==> src/rtl/single_port_blockram_arbiter_if.sv <==
// -----------------------------------------------------------------------------
// single_port_blockram_arbiter_if
//
// Bundles the requester-side handshake and response bus of the shared
// blockram arbiter. All vectors are packed by requester, so requester i owns
// bit i of the 1-bit-per-requester vectors and slice i of the address/data
// vectors.
//
//   request_valid_in    requester -> arbiter  per-requester request valid
//   request_write_in    requester -> arbiter  1 = write, 0 = read
//   request_addr_in     requester -> arbiter  packed set addresses
//   request_data_in     requester -> arbiter  packed write elements
//   request_ready_out   arbiter -> requester  one-hot grant (0 or 1 bits set)
//   response_valid_out  arbiter -> requester  one-hot read-response valid
//   response_data_out   arbiter -> requester  shared read data bus
//
// Modports:
//   master : requester side (drives requests, observes grants/responses)
//   slave  : arbiter side   (observes requests, drives grants/responses)
// -----------------------------------------------------------------------------
interface single_port_blockram_arbiter_if #(
   parameter int NUMBER_REQUESTERS           = 4,
   parameter int SINGLE_ELEMENT_SIZE_IN_BITS = 64,
   parameter int SET_PTR_WIDTH_IN_BITS       = 6
);

   logic [NUMBER_REQUESTERS-1:0]                             request_valid_in;
   logic [NUMBER_REQUESTERS-1:0]                             request_write_in;
   logic [NUMBER_REQUESTERS*SET_PTR_WIDTH_IN_BITS-1:0]       request_addr_in;
   logic [NUMBER_REQUESTERS*SINGLE_ELEMENT_SIZE_IN_BITS-1:0] request_data_in;
   logic [NUMBER_REQUESTERS-1:0]                             request_ready_out;
   logic [NUMBER_REQUESTERS-1:0]                             response_valid_out;
   logic [SINGLE_ELEMENT_SIZE_IN_BITS-1:0]                   response_data_out;

   modport master (
      output request_valid_in,
      output request_write_in,
      output request_addr_in,
      output request_data_in,
      input  request_ready_out,
      input  response_valid_out,
      input  response_data_out
   );

   modport slave (
      input  request_valid_in,
      input  request_write_in,
      input  request_addr_in,
      input  request_data_in,
      output request_ready_out,
      output response_valid_out,
      output response_data_out
   );

endinterface

==> src/rtl/single_port_blockram_arbiter.sv <==
// -----------------------------------------------------------------------------
// single_port_blockram
//
// Single-port synchronous RAM. One access per cycle when access_en_in is high:
// a write stores write_element_in, a read registers the addressed element onto
// read_element_out on the same edge (one-cycle read latency). The read
// register holds its value during writes and idle cycles.
//
//   clk_in              in   clock, rising edge
//   access_en_in        in   perform an access this cycle
//   write_en_in         in   1 = write, 0 = read (qualified by access_en_in)
//   access_set_addr_in  in   set address
//   write_element_in    in   element to write
//   read_element_out    out  registered read data
// -----------------------------------------------------------------------------
module single_port_blockram #(
   parameter int SINGLE_ELEMENT_SIZE_IN_BITS = 64,
   parameter int NUMBER_SETS                 = 64,
   parameter int SET_PTR_WIDTH_IN_BITS       = $clog2(NUMBER_SETS)
) (
   input  logic                                   clk_in,
   input  logic                                   access_en_in,
   input  logic                                   write_en_in,
   input  logic [SET_PTR_WIDTH_IN_BITS-1:0]       access_set_addr_in,
   input  logic [SINGLE_ELEMENT_SIZE_IN_BITS-1:0] write_element_in,
   output logic [SINGLE_ELEMENT_SIZE_IN_BITS-1:0] read_element_out
);

   logic [SINGLE_ELEMENT_SIZE_IN_BITS-1:0] mem [NUMBER_SETS];

   // NOTE: the storage array and its read register carry no reset so the
   // array maps onto block RAM; their contents are undefined until written.
   always_ff @(posedge clk_in) begin
      if (access_en_in) begin
         if (write_en_in) begin
            mem[access_set_addr_in] <= write_element_in;
         end else begin
            read_element_out <= mem[access_set_addr_in];
         end
      end
   end

endmodule

// -----------------------------------------------------------------------------
// single_port_blockram_arbiter
//
// Shares one single_port_blockram between NUMBER_REQUESTERS requesters. A
// combinational round-robin arbiter grants at most one valid request per
// cycle, starting its scan at priority_ptr. The granted request is registered
// into an issue stage that drives the RAM directly; reads then pass through a
// one-entry response stage that flags the owning requester while the RAM read
// register presents the data. Handshake to response is two cycles, writes
// produce no response, and one request is accepted every cycle.
//
//   clk_in     in   clock, rising edge
//   reset_in   in   asynchronous active-low reset; also forces grants low
//   bus        slave modport of single_port_blockram_arbiter_if
// -----------------------------------------------------------------------------
module single_port_blockram_arbiter #(
   parameter int NUMBER_REQUESTERS           = 4,
   parameter int SINGLE_ELEMENT_SIZE_IN_BITS = 64,
   parameter int NUMBER_SETS                 = 64,
   parameter int SET_PTR_WIDTH_IN_BITS       = $clog2(NUMBER_SETS)
) (
   input  logic                           clk_in,
   input  logic                           reset_in,
   single_port_blockram_arbiter_if.slave  bus
);

   localparam int N      = NUMBER_REQUESTERS;
   localparam int DW     = SINGLE_ELEMENT_SIZE_IN_BITS;
   localparam int AW     = SET_PTR_WIDTH_IN_BITS;
   localparam int ID_W   = $clog2(N);

   localparam logic [ID_W:0]   N_EXT   = (ID_W+1)'(N);
   localparam logic [ID_W-1:0] LAST_ID = ID_W'(N - 1);

   // Arbitration
   logic [ID_W-1:0] priority_ptr;
   logic            grant_found;
   logic [ID_W-1:0] grant_id;
   logic [ID_W:0]   scan_sum;
   logic [ID_W-1:0] scan_id;

   // Granted request fields
   logic            sel_write;
   logic [AW-1:0]   sel_addr;
   logic [DW-1:0]   sel_data;

   // Issue stage
   logic            issue_valid;
   logic            issue_write;
   logic [AW-1:0]   issue_addr;
   logic [DW-1:0]   issue_data;
   logic [ID_W-1:0] issue_id;

   // Response stage
   logic            resp_valid;
   logic [ID_W-1:0] resp_id;

   logic [N-1:0]    ready_vec;
   logic [N-1:0]    resp_onehot;
   logic [DW-1:0]   ram_read_element;

   // Round-robin scan: visit ptr, ptr+1, ... wrapping modulo N, and take the
   // first valid requester. The extra sum bit lets the wrap work for any N.
   // NOTE: every variable written in this block gets a default first, so no
   // path can leave one unassigned and infer a latch.
   always_comb begin
      grant_found = 1'b0;
      grant_id    = '0;
      scan_sum    = '0;
      scan_id     = '0;
      for (int k = 0; k < N; k++) begin
         scan_sum = {1'b0, priority_ptr} + (ID_W+1)'(k);
         if (scan_sum >= N_EXT) begin
            scan_sum = scan_sum - N_EXT;
         end
         scan_id = scan_sum[ID_W-1:0];
         if (!grant_found && bus.request_valid_in[scan_id]) begin
            grant_found = 1'b1;
            grant_id    = scan_id;
         end
      end
   end

   // Pull the granted requester's fields out of the packed buses.
   always_comb begin
      sel_write = 1'b0;
      sel_addr  = '0;
      sel_data  = '0;
      for (int i = 0; i < N; i++) begin
         if (grant_id == ID_W'(i)) begin
            sel_write = bus.request_write_in[i];
            sel_addr  = bus.request_addr_in[i*AW +: AW];
            sel_data  = bus.request_data_in[i*DW +: DW];
         end
      end
   end

   // Ready is the one-hot grant, held low while reset is asserted so no
   // requester believes it was served during reset.
   always_comb begin
      ready_vec = '0;
      if (grant_found && reset_in) begin
         ready_vec[grant_id] = 1'b1;
      end
   end

   assign bus.request_ready_out = ready_vec;

   // Pointer moves just past the winner; holds when nobody is granted.
   // NOTE: state registers use non-blocking assignments so every flop samples
   // pre-edge values regardless of block evaluation order.
   always_ff @(posedge clk_in or negedge reset_in) begin
      if (!reset_in) begin
         priority_ptr <= '0;
      end else if (grant_found) begin
         priority_ptr <= (grant_id == LAST_ID) ? '0 : grant_id + 1'b1;
      end
   end

   // Issue stage: loaded every edge, valid only for an actual handshake.
   always_ff @(posedge clk_in or negedge reset_in) begin
      if (!reset_in) begin
         issue_valid <= 1'b0;
         issue_write <= 1'b0;
         issue_addr  <= '0;
         issue_data  <= '0;
         issue_id    <= '0;
      end else begin
         issue_valid <= grant_found;
         issue_write <= sel_write;
         issue_addr  <= sel_addr;
         issue_data  <= sel_data;
         issue_id    <= grant_id;
      end
   end

   // Response stage tracks issued reads alongside the RAM read register.
   always_ff @(posedge clk_in or negedge reset_in) begin
      if (!reset_in) begin
         resp_valid <= 1'b0;
         resp_id    <= '0;
      end else begin
         resp_valid <= issue_valid & ~issue_write;
         resp_id    <= issue_id;
      end
   end

   always_comb begin
      resp_onehot = '0;
      if (resp_valid) begin
         resp_onehot[resp_id] = 1'b1;
      end
   end

   assign bus.response_valid_out = resp_onehot;
   assign bus.response_data_out  = ram_read_element;

   single_port_blockram #(
      .SINGLE_ELEMENT_SIZE_IN_BITS (DW),
      .NUMBER_SETS                 (NUMBER_SETS),
      .SET_PTR_WIDTH_IN_BITS       (AW)
   ) u_ram (
      .clk_in             (clk_in),
      .access_en_in       (issue_valid),
      .write_en_in        (issue_valid & issue_write),
      .access_set_addr_in (issue_addr),
      .write_element_in   (issue_data),
      .read_element_out   (ram_read_element)
   );

endmodule

==> src/flat_wrapper.sv <==
// flat-port wrapper written by rule: the top's interface ports become plain ports
module single_port_blockram_arbiter_flat 
#(
   parameter int NUMBER_REQUESTERS           = 4,
   parameter int SINGLE_ELEMENT_SIZE_IN_BITS = 64,
   parameter int NUMBER_SETS                 = 64,
   parameter int SET_PTR_WIDTH_IN_BITS       = $clog2(NUMBER_SETS)
)
  (clk_in, reset_in, bus_request_valid_in, bus_request_write_in, bus_request_addr_in, bus_request_data_in, bus_request_ready_out, bus_response_valid_out, bus_response_data_out);
  single_port_blockram_arbiter_if #(.NUMBER_REQUESTERS(NUMBER_REQUESTERS), .SINGLE_ELEMENT_SIZE_IN_BITS(SINGLE_ELEMENT_SIZE_IN_BITS), .SET_PTR_WIDTH_IN_BITS(SET_PTR_WIDTH_IN_BITS)) bus_i ();
  input  logic clk_in;
  input  logic reset_in;
  input wire logic [$bits(bus_i.request_valid_in)-1:0] bus_request_valid_in;
  input wire logic [$bits(bus_i.request_write_in)-1:0] bus_request_write_in;
  input wire logic [$bits(bus_i.request_addr_in)-1:0] bus_request_addr_in;
  input wire logic [$bits(bus_i.request_data_in)-1:0] bus_request_data_in;
  output wire logic [$bits(bus_i.request_ready_out)-1:0] bus_request_ready_out;
  output wire logic [$bits(bus_i.response_valid_out)-1:0] bus_response_valid_out;
  output wire logic [$bits(bus_i.response_data_out)-1:0] bus_response_data_out;
  assign bus_i.request_valid_in = bus_request_valid_in;
  assign bus_i.request_write_in = bus_request_write_in;
  assign bus_i.request_addr_in = bus_request_addr_in;
  assign bus_i.request_data_in = bus_request_data_in;
  assign bus_request_ready_out = bus_i.request_ready_out;
  assign bus_response_valid_out = bus_i.response_valid_out;
  assign bus_response_data_out = bus_i.response_data_out;
  single_port_blockram_arbiter #(.NUMBER_REQUESTERS(NUMBER_REQUESTERS), .SINGLE_ELEMENT_SIZE_IN_BITS(SINGLE_ELEMENT_SIZE_IN_BITS), .NUMBER_SETS(NUMBER_SETS), .SET_PTR_WIDTH_IN_BITS(SET_PTR_WIDTH_IN_BITS)) u_core (.clk_in(clk_in), .reset_in(reset_in), .bus(bus_i));
endmodule
==> config.mk <==
export PLATFORM = sky130hd
export DESIGN_NAME = single_port_blockram_arbiter_flat
export DESIGN_NICKNAME = d
export VERILOG_FILES = /design/src/rtl/single_port_blockram_arbiter_if.sv /design/src/rtl/single_port_blockram_arbiter.sv /design/src/flat_wrapper.sv
export SDC_FILE = /design/constraint.sdc
export NUM_CORES = 2
export LEC_CHECK = 0
export CAP_MARGIN = 10
export CORE_UTILIZATION = 45
export CTS_CLUSTER_SIZE = 14
export DETAILED_ROUTE_END_ITERATION = 10
export GPL_ROUTABILITY_DRIVEN = 0
export GPL_TIMING_DRIVEN = 0
export PLACE_DENSITY_LB_ADDON = 0.15
export SYNTH_ARGS = -nofsm -noshare
export SYNTH_HDL_FRONTEND = slang
export SYNTH_HIERARCHICAL = 1
export SYNTH_SLANG_ARGS = --single-unit
export TNS_END_PERCENT = 100
==> constraint.sdc <==
create_clock -name clk_in -period 13.97 [get_ports clk_in]
set_clock_uncertainty 0.05 [all_clocks]
set_input_delay 2.0955 -clock clk_in [delete_from_list [all_inputs] [get_ports clk_in]]
set_output_delay 2.0955 -clock clk_in [all_outputs]
set_load 0.03 [all_outputs]
# Word level (Yosys, flattened, before mapping)

Memories as Yosys holds them, arrays and structs flattened. A register that Yosys moved wholly into a read port is not among the register bits.
Index checks and enable logic that the tools add are counted.

Flip-flop bits (word level): 79
Bits in latches: 0
Bits in writable memories: 4,096
Bits in read-only memories: 0
Input port bits: 290
Memories kept: 1

$add $sub $neg: 8
Multiply operators: 0
Divide/modulo/power cells: 0
Magnitude comparators: 12
Equality and inequality tests: 3
Shift-type cells: 0
Muxes and demuxes: 42
Bitwise operators: 4
Reduce and logical (&&, ||, !) cells: 11

Memory list:

| memory           | words | bits a word | rd ports | clocked after memory_dff | wr ports | line                               | source |
|---|---|---|---|---|---|---|---|
| u_core.u_ram.mem | 64    | 64          | 1        | 1                        | 1        | single_port_blockram_arbiter.sv:29 | `logic [SINGLE_ELEMENT_SIZE_IN_BITS-1:0] mem [NUMBER_SETS];` |

Operator list:

| operator                                                                            | count |
|---|---|
| 64-bit two-way mux                                                                  | 4 |
| 6-bit two-way mux                                                                   | 4 |
| 2-bit by 3-bit < comparator with 1-bit output, second input constant                | 6 |
| 2-bit two-way mux                                                                   | 9 |
| 1-bit two-way mux                                                                   | 17 |
| 3-bit greater-or-equal comparator, second input constant                            | 3 |
| 1-bit binary-select mux with 2-bit select                                           | 4 |
| 4-bit two-way mux                                                                   | 2 |
| 2-bit by 1-bit subtractor with 2-bit output, second input constant                  | 4 |
| 2-bit by 2-bit adder with 3-bit output, second input constant                       | 2 |
| 1-bit logical AND                                                                   | 6 |
| 1-bit demux with 2-bit select                                                       | 2 |
| 2-bit == test, second input constant                                                | 2 |
| 2-bit by 1-bit greater-or-equal comparator with 1-bit output, second input constant | 2 |
| 2-bit by 1-bit adder with 3-bit output, second input constant                       | 1 |
| 2-bit by 3-bit greater-or-equal comparator with 1-bit output, second input constant | 1 |
| 1-bit zero test                                                                     | 3 |
| 2-bit by 1-bit adder with 2-bit output, second input constant                       | 1 |
| 1-bit AND                                                                           | 2 |
| 2-bit by 1-bit == test with 1-bit output, second input constant                     | 1 |
| 2-bit zero test                                                                     | 1 |
| 1-bit inverter                                                                      | 2 |
| 2-bit AND reduction                                                                 | 1 |

# Logic depth before layout (Yosys ltp)

Depth in word-level cells: 19
Gate-level depth with buffers: 12

# Cells and area by module

The synthesis kept the hierarchy.

By module, submodules not included:

| module                       | instances | cells an instance | area an instance (µm²) | seq. area each (µm²) |
|---|---|---|---|---|
| single_port_blockram         | 1         | 8,441             | 157,208.3              | 124,919.8 |
| single_port_blockram_arbiter | 1         | 449               | 4,319.1                | 1,976.9 |

# Worst setup path before layout

Ideal clock, no wire load.

Path type: input to output
Start: in bus_request_valid_in[0]
End: out bus_request_ready_out[1]
Arrival time: 3.788 ns
Path slack: 8.037 ns
Stages: 7
Buffers on the path: 2
Cell sequence: nor2b_1 -> a2111oi_1 -> a21o_1 -> ha_1 -> clkbuf_1 -> buf_2 -> and3_1

Longest elaborated chain between the ends: 17

Ends and longest elaborated chain:

| element                                                                                                                                             | line                                | source |
|---|---|---|
| start: declaration                                                                                                                                  | flat_wrapper.sv:13                  | `input wire logic [$bits(bus_i.request_valid_in)-1:0] bus_request_valid_in;` |
| 1-bit binary-select mux with 2-bit select                                                                                                           | single_port_blockram_arbiter.sv:121 | `if (!grant_found && bus.request_valid_in[scan_id]) begin` |
| 1-bit two-way mux (implied by the code)                                                                                                             | single_port_blockram_arbiter.sv:121 |  |
| 1-bit two-way mux                                                                                                                                   | single_port_blockram_arbiter.sv:121 |  |
| 1-bit zero test                                                                                                                                     | single_port_blockram_arbiter.sv:121 |  |
| 1-bit logical AND                                                                                                                                   | single_port_blockram_arbiter.sv:121 |  |
| 1-bit two-way mux                                                                                                                                   | single_port_blockram_arbiter.sv:121 |  |
| 1-bit zero test                                                                                                                                     | single_port_blockram_arbiter.sv:121 |  |
| 1-bit logical AND                                                                                                                                   | single_port_blockram_arbiter.sv:121 |  |
| (+2 left out)                                                                                                                                       | n/a                                 |  |
| 1-bit logical AND                                                                                                                                   | single_port_blockram_arbiter.sv:121 |  |
| 2-bit two-way mux *                                                                                                                                 | single_port_blockram_arbiter.sv:121 |  |
| via u_core.grant_id[0]                                                                                                                              | single_port_blockram_arbiter.sv:82  | `logic [ID_W-1:0] grant_id;` |
| 2-bit by 3-bit < comparator with 1-bit output (implied by the code) or 2-bit by 1-bit greater-or-equal comparator with 1-bit output (tied branches) | single_port_blockram_arbiter.sv:147 | `ready_vec[grant_id] = 1'b1;` |
| 1-bit logical AND (implied by the code)                                                                                                             | single_port_blockram_arbiter.sv:147 |  |
| 1-bit two-way mux (implied by the code)                                                                                                             | single_port_blockram_arbiter.sv:147 |  |
| 1-bit demux with 2-bit select *                                                                                                                     | n/a                                 |  |
| 4-bit two-way mux *                                                                                                                                 | single_port_blockram_arbiter.sv:146 | `if (grant_found && reset_in) begin` |
| end: declaration                                                                                                                                    | flat_wrapper.sv:17                  | `output wire logic [$bits(bus_i.request_ready_out)-1:0] bus_request_ready_out;` |

The timed path passes the listed nets; every way through them passes the cells marked *. The select of a mux whose other input is x is not followed.

# Worst setup path in the final report

Start: in bus_request_valid_in[1]
End: out bus_request_ready_out[3]

Same word-level chain as after synthesis.

==> results.py <==
metrics = {
    "worst_setup_path": {
        "worst_setup_path_end_kind": "output port",
        "cp_data_required_time_ps": 11820,
        "setup.worst_path.start_class": "input port",
        "r2r_slack_ps": 7140,
        "crit_fanout": 10,
        "critPathArrivalTime_ps": 5700,
        "timing.setup.critical_path_class": "input port to output port",
    },
    "sta": {
        "slew-limit-headroom": -0.129,
        "final_critical_period_ps": 7850,
        "timing.final.crit_share": 0.562,
        "setup_viol": 0,
        "final_max_slew_viol_count": 5,
        "finalSetupTns_ps": 0,
        "worst_slew_pin_slew_ps": 1690,
        "grt_setup_unrepaired": "no",
        "hold_violations": 0,
        "timing.fmax_mhz": 127,
    },
    "pwr": {
        "power.static_leakage_uw": 0.0609,
        "pwr_density_cell_nw_per_um2": 231,
        "ir_worst_vdd_uv": 181,
    },
    "floorplan": {
        "floorplan.die.width_um": 601,
        "design.core.area_sq_um": 356000,
        "start_util": 0.453,
        "die_y_um": 601,
        "floorplan.rows": 219,
        "die_area_sq_um": 361000,
        "io-pin-count": 362,
    },
    "logic_synthesis": {
        "synth_cells": 8890,
        "synthesis.area_sq_um": 162000,
        "synthDistinctLibCells": 66,
        "async_flop_share": 0.0186,
        "synth-seq-cells": 4239,
        "synth_seq_area_share": 0.786,
        "most_used_flip_flop_cell_after_synthesis": "sky130_fd_sc_hd__edfxtp_1",
        "mappedNetlistNets": 9184,
        "yosys_warnings": 6,
        "syn_area_cell_sq_um": 18.2,
        "number_of_synthesized_flops_with_an_enable_pin": 4160,
    },
    "detailed_routing": {
        "route.detailed.wl_per_inst_um": 37.6,
        "vias": 98719,
        "met3RoutedLength_um": 72900,
        "met2_length_um": 253000,
        "top_layer": "met5",
        "met1Wirelength_um": 212000,
        "drtPass1Iterations": 8,
        "totalWireLength_um": 568000,
        "vias_per_cell": 6.53,
        "drt_drc_violations_left": 0,
        "remaining_antenna_violation_count": 0,
        "drt_first_iter_violations": 16579,
    },
    "finish": {
        "fillerInstances": 27743,
        "layout-area-overhead-vs-synth_pct": 18.5,
        "highest_count_cells_in_the_layout_ignoring_fill_and_taps": "4160 x sky130_fd_sc_hd__edfxtp_1, 644 x sky130_fd_sc_hd__a221oi_1, 478 x sky130_fd_sc_hd__a22oi_1",
        "commonest_non_fill_non_tap_cell_in_the_layout": "sky130_fd_sc_hd__edfxtp_1",
        "num-nets-final": 10278,
        "utilization": 0.537,
        "post_route_cells_drive_above_1_share": 0.170,
    },
    "cts": {
        "ctsRootBufferMaster": "sky130_fd_sc_hd__clkbuf_16",
        "clk_latency_ps": 990,
        "tritoncts_clock_tree": "done",
        "clockBufferDepth": 4,
        "total_number_of_h_tree_levels": 5,
        "path_clk_slew_ps": 60,
        "post_cts.repair.setup_buffers": 0,
        "clock_sinks": 4239,
        "holdBufCountCts": 0,
        "cts.repair.resized": 0,
        "cts_buffers": 429,
    },
    "place": {
        "post-dp-hpwl_um": 396000,
        "numPortBuffers": 361,
    },
    "global_routing": {
        "globalRoute.totalOverflow": 0,
        "number_of_antenna_violations_at_the_first_check_in_global_routing": 70,
        "grt_use_total": 0.308,
        "grt_pass1_vias": 94786,
        "global_route_wire_length_before_repair_um": 771000,
        "grt_max_degree": 65,
    },
    "run_status": {
        "run_status": "finished, violations left",
        "violations": "capacitance limit, slew limit",
    },
    "run": {
        "max-cap-violations": 1,
    },
    "min_path": {
        "min-delay-path-class": "flop to flop",
    },
}
[cell families (layout without fill, tap and decap cells)]
kind of cell,Yosys count,after routing,share of synthesized area
flops,4239,4239,0.786
other cells,0,27,0
compound gates,2299,2299,0.106
fa+ha+maj,4,4,0.000310
mux,813,813,0.0634
buf+inv,678,2130,0.0187
simple gates,857,857,0.0255
[where the power goes]
group	switching [uW]	internal (uW)
combinational	11200	4340
clock	4870	6560
sequential	824	16400
[flip-flops by register name, indices dropped and copies added (netlist names)]
register,cells
u_core/priority_ptr,2
u_core/issue_write,1
u_core/issue_valid,1
u_core/resp_valid,1
u_core/resp_id,2
u_core/issue_data,64
u_core/u_ram/read_element_out,64
u_core/issue_id,2
u_core/u_ram/mem,4096
u_core/issue_addr,6
[worst max-delay path, stage by stage]
cell                              delay [ps]
sky130_fd_sc_hd__clkdlybuf4s50_1         590
sky130_fd_sc_hd__nor2_1                  110
sky130_fd_sc_hd__a2111oi_1               620
sky130_fd_sc_hd__a21o_1                  200
sky130_fd_sc_hd__ha_1                    150
sky130_fd_sc_hd__buf_2                   300
sky130_fd_sc_hd__clkbuf_1                670
sky130_fd_sc_hd__and3_1                  270
sky130_fd_sc_hd__clkdlybuf4s50_1         690
[final timing paths]
check	startpoint	cells past startpoint	endpoint
worst max-delay path	bus_request_valid_in[1]	9	bus_request_ready_out[3]
worst min-delay path	u_core/issue_id[1]$_DFF_PN0_	0	u_core/resp_id[1]$_DFF_PN0_
worst max register to register	u_core/issue_addr[1]$_DFF_PN0_	9	u_core/u_ram/mem[39][30]$_DFFE_PP_
worst min register to register	u_core/issue_id[1]$_DFF_PN0_	0	u_core/resp_id[1]$_DFF_PN0_
max in group asynchronous	reset_in	2	u_core/issue_data[8]$_DFF_PN0_
min in group asynchronous	reset_in	1	u_core/issue_data[0]$_DFF_PN0_
[synthesized netlist by cell type, types with 8 or more instances]
library cell	instances	area [sq um]
sky130_fd_sc_hd__a211oi_1	31	233
sky130_fd_sc_hd__a21boi_0	28	210
sky130_fd_sc_hd__a21oi_1	194	971
sky130_fd_sc_hd__a221o_1	64	641
sky130_fd_sc_hd__a221oi_1	660	5780
sky130_fd_sc_hd__a222oi_1	30	300
sky130_fd_sc_hd__a22o_1	124	1090
sky130_fd_sc_hd__a22oi_1	478	3590
sky130_fd_sc_hd__and3_1	8	50.1
sky130_fd_sc_hd__buf_1	73	274
sky130_fd_sc_hd__buf_2	179	896
sky130_fd_sc_hd__buf_4	24	180
sky130_fd_sc_hd__buf_6	22	248
sky130_fd_sc_hd__clkbuf_1	373	1400
sky130_fd_sc_hd__dfrtp_1	79	1980
sky130_fd_sc_hd__edfxtp_1	4160	125000
sky130_fd_sc_hd__mux2_2	267	3010
sky130_fd_sc_hd__mux2_4	29	435
sky130_fd_sc_hd__mux2i_1	387	3870
sky130_fd_sc_hd__mux4_2	130	2930
sky130_fd_sc_hd__nand2_1	161	604
sky130_fd_sc_hd__nand3_1	57	285
sky130_fd_sc_hd__nand4_1	35	219
sky130_fd_sc_hd__nand4b_1	26	228
sky130_fd_sc_hd__nor2_1	312	1170
sky130_fd_sc_hd__nor2b_1	83	519
sky130_fd_sc_hd__nor3_1	108	541
sky130_fd_sc_hd__o21ai_0	285	1430
sky130_fd_sc_hd__o221a_2	28	315
sky130_fd_sc_hd__o221ai_1	8	70.1
sky130_fd_sc_hd__o22ai_1	209	1310
sky130_fd_sc_hd__o31a_1	27	236
sky130_fd_sc_hd__o31ai_1	98	736
sky130_fd_sc_hd__or4_1	30	225
[metal layers]
layer  vias up  GRT usage
li1      39419          -
met2      6843      0.466
met4        30      0.136
met3      1243     0.0845
met1     51184      0.417
met5         -          0
[area by class of cell]
type	instances	area, sq um	area share
repair buffers	663	9290	0.0485
clock buffers	525	11300	0.0591
plain buffers	671	3010	0.0157
diodes	27	67.6	0.000353
multi-input cells	3973	32200	0.168
well taps	4751	5940	0.0310
flip-flops and latches	4239	127000	0.663
clock inverters	264	2590	0.0135
inverters	7	26.3	0.000137
[through the flow]
stage               setup WS [ps]  hold slack [ps]  instances  instance area, sq um  total power, uW
global placement             2710              287      14002                171000            31700
finish                       6120              299      15120                191000            44200
global route                 5900              317      15098                191000            45000
CTS                          6070              299      15085                191000            43800
detailed placement           6080              285      14296                177000            32500
floorplan                    8040              281       8890                162000            24200
No activity file was read; power rests on OpenSTA's default activity.
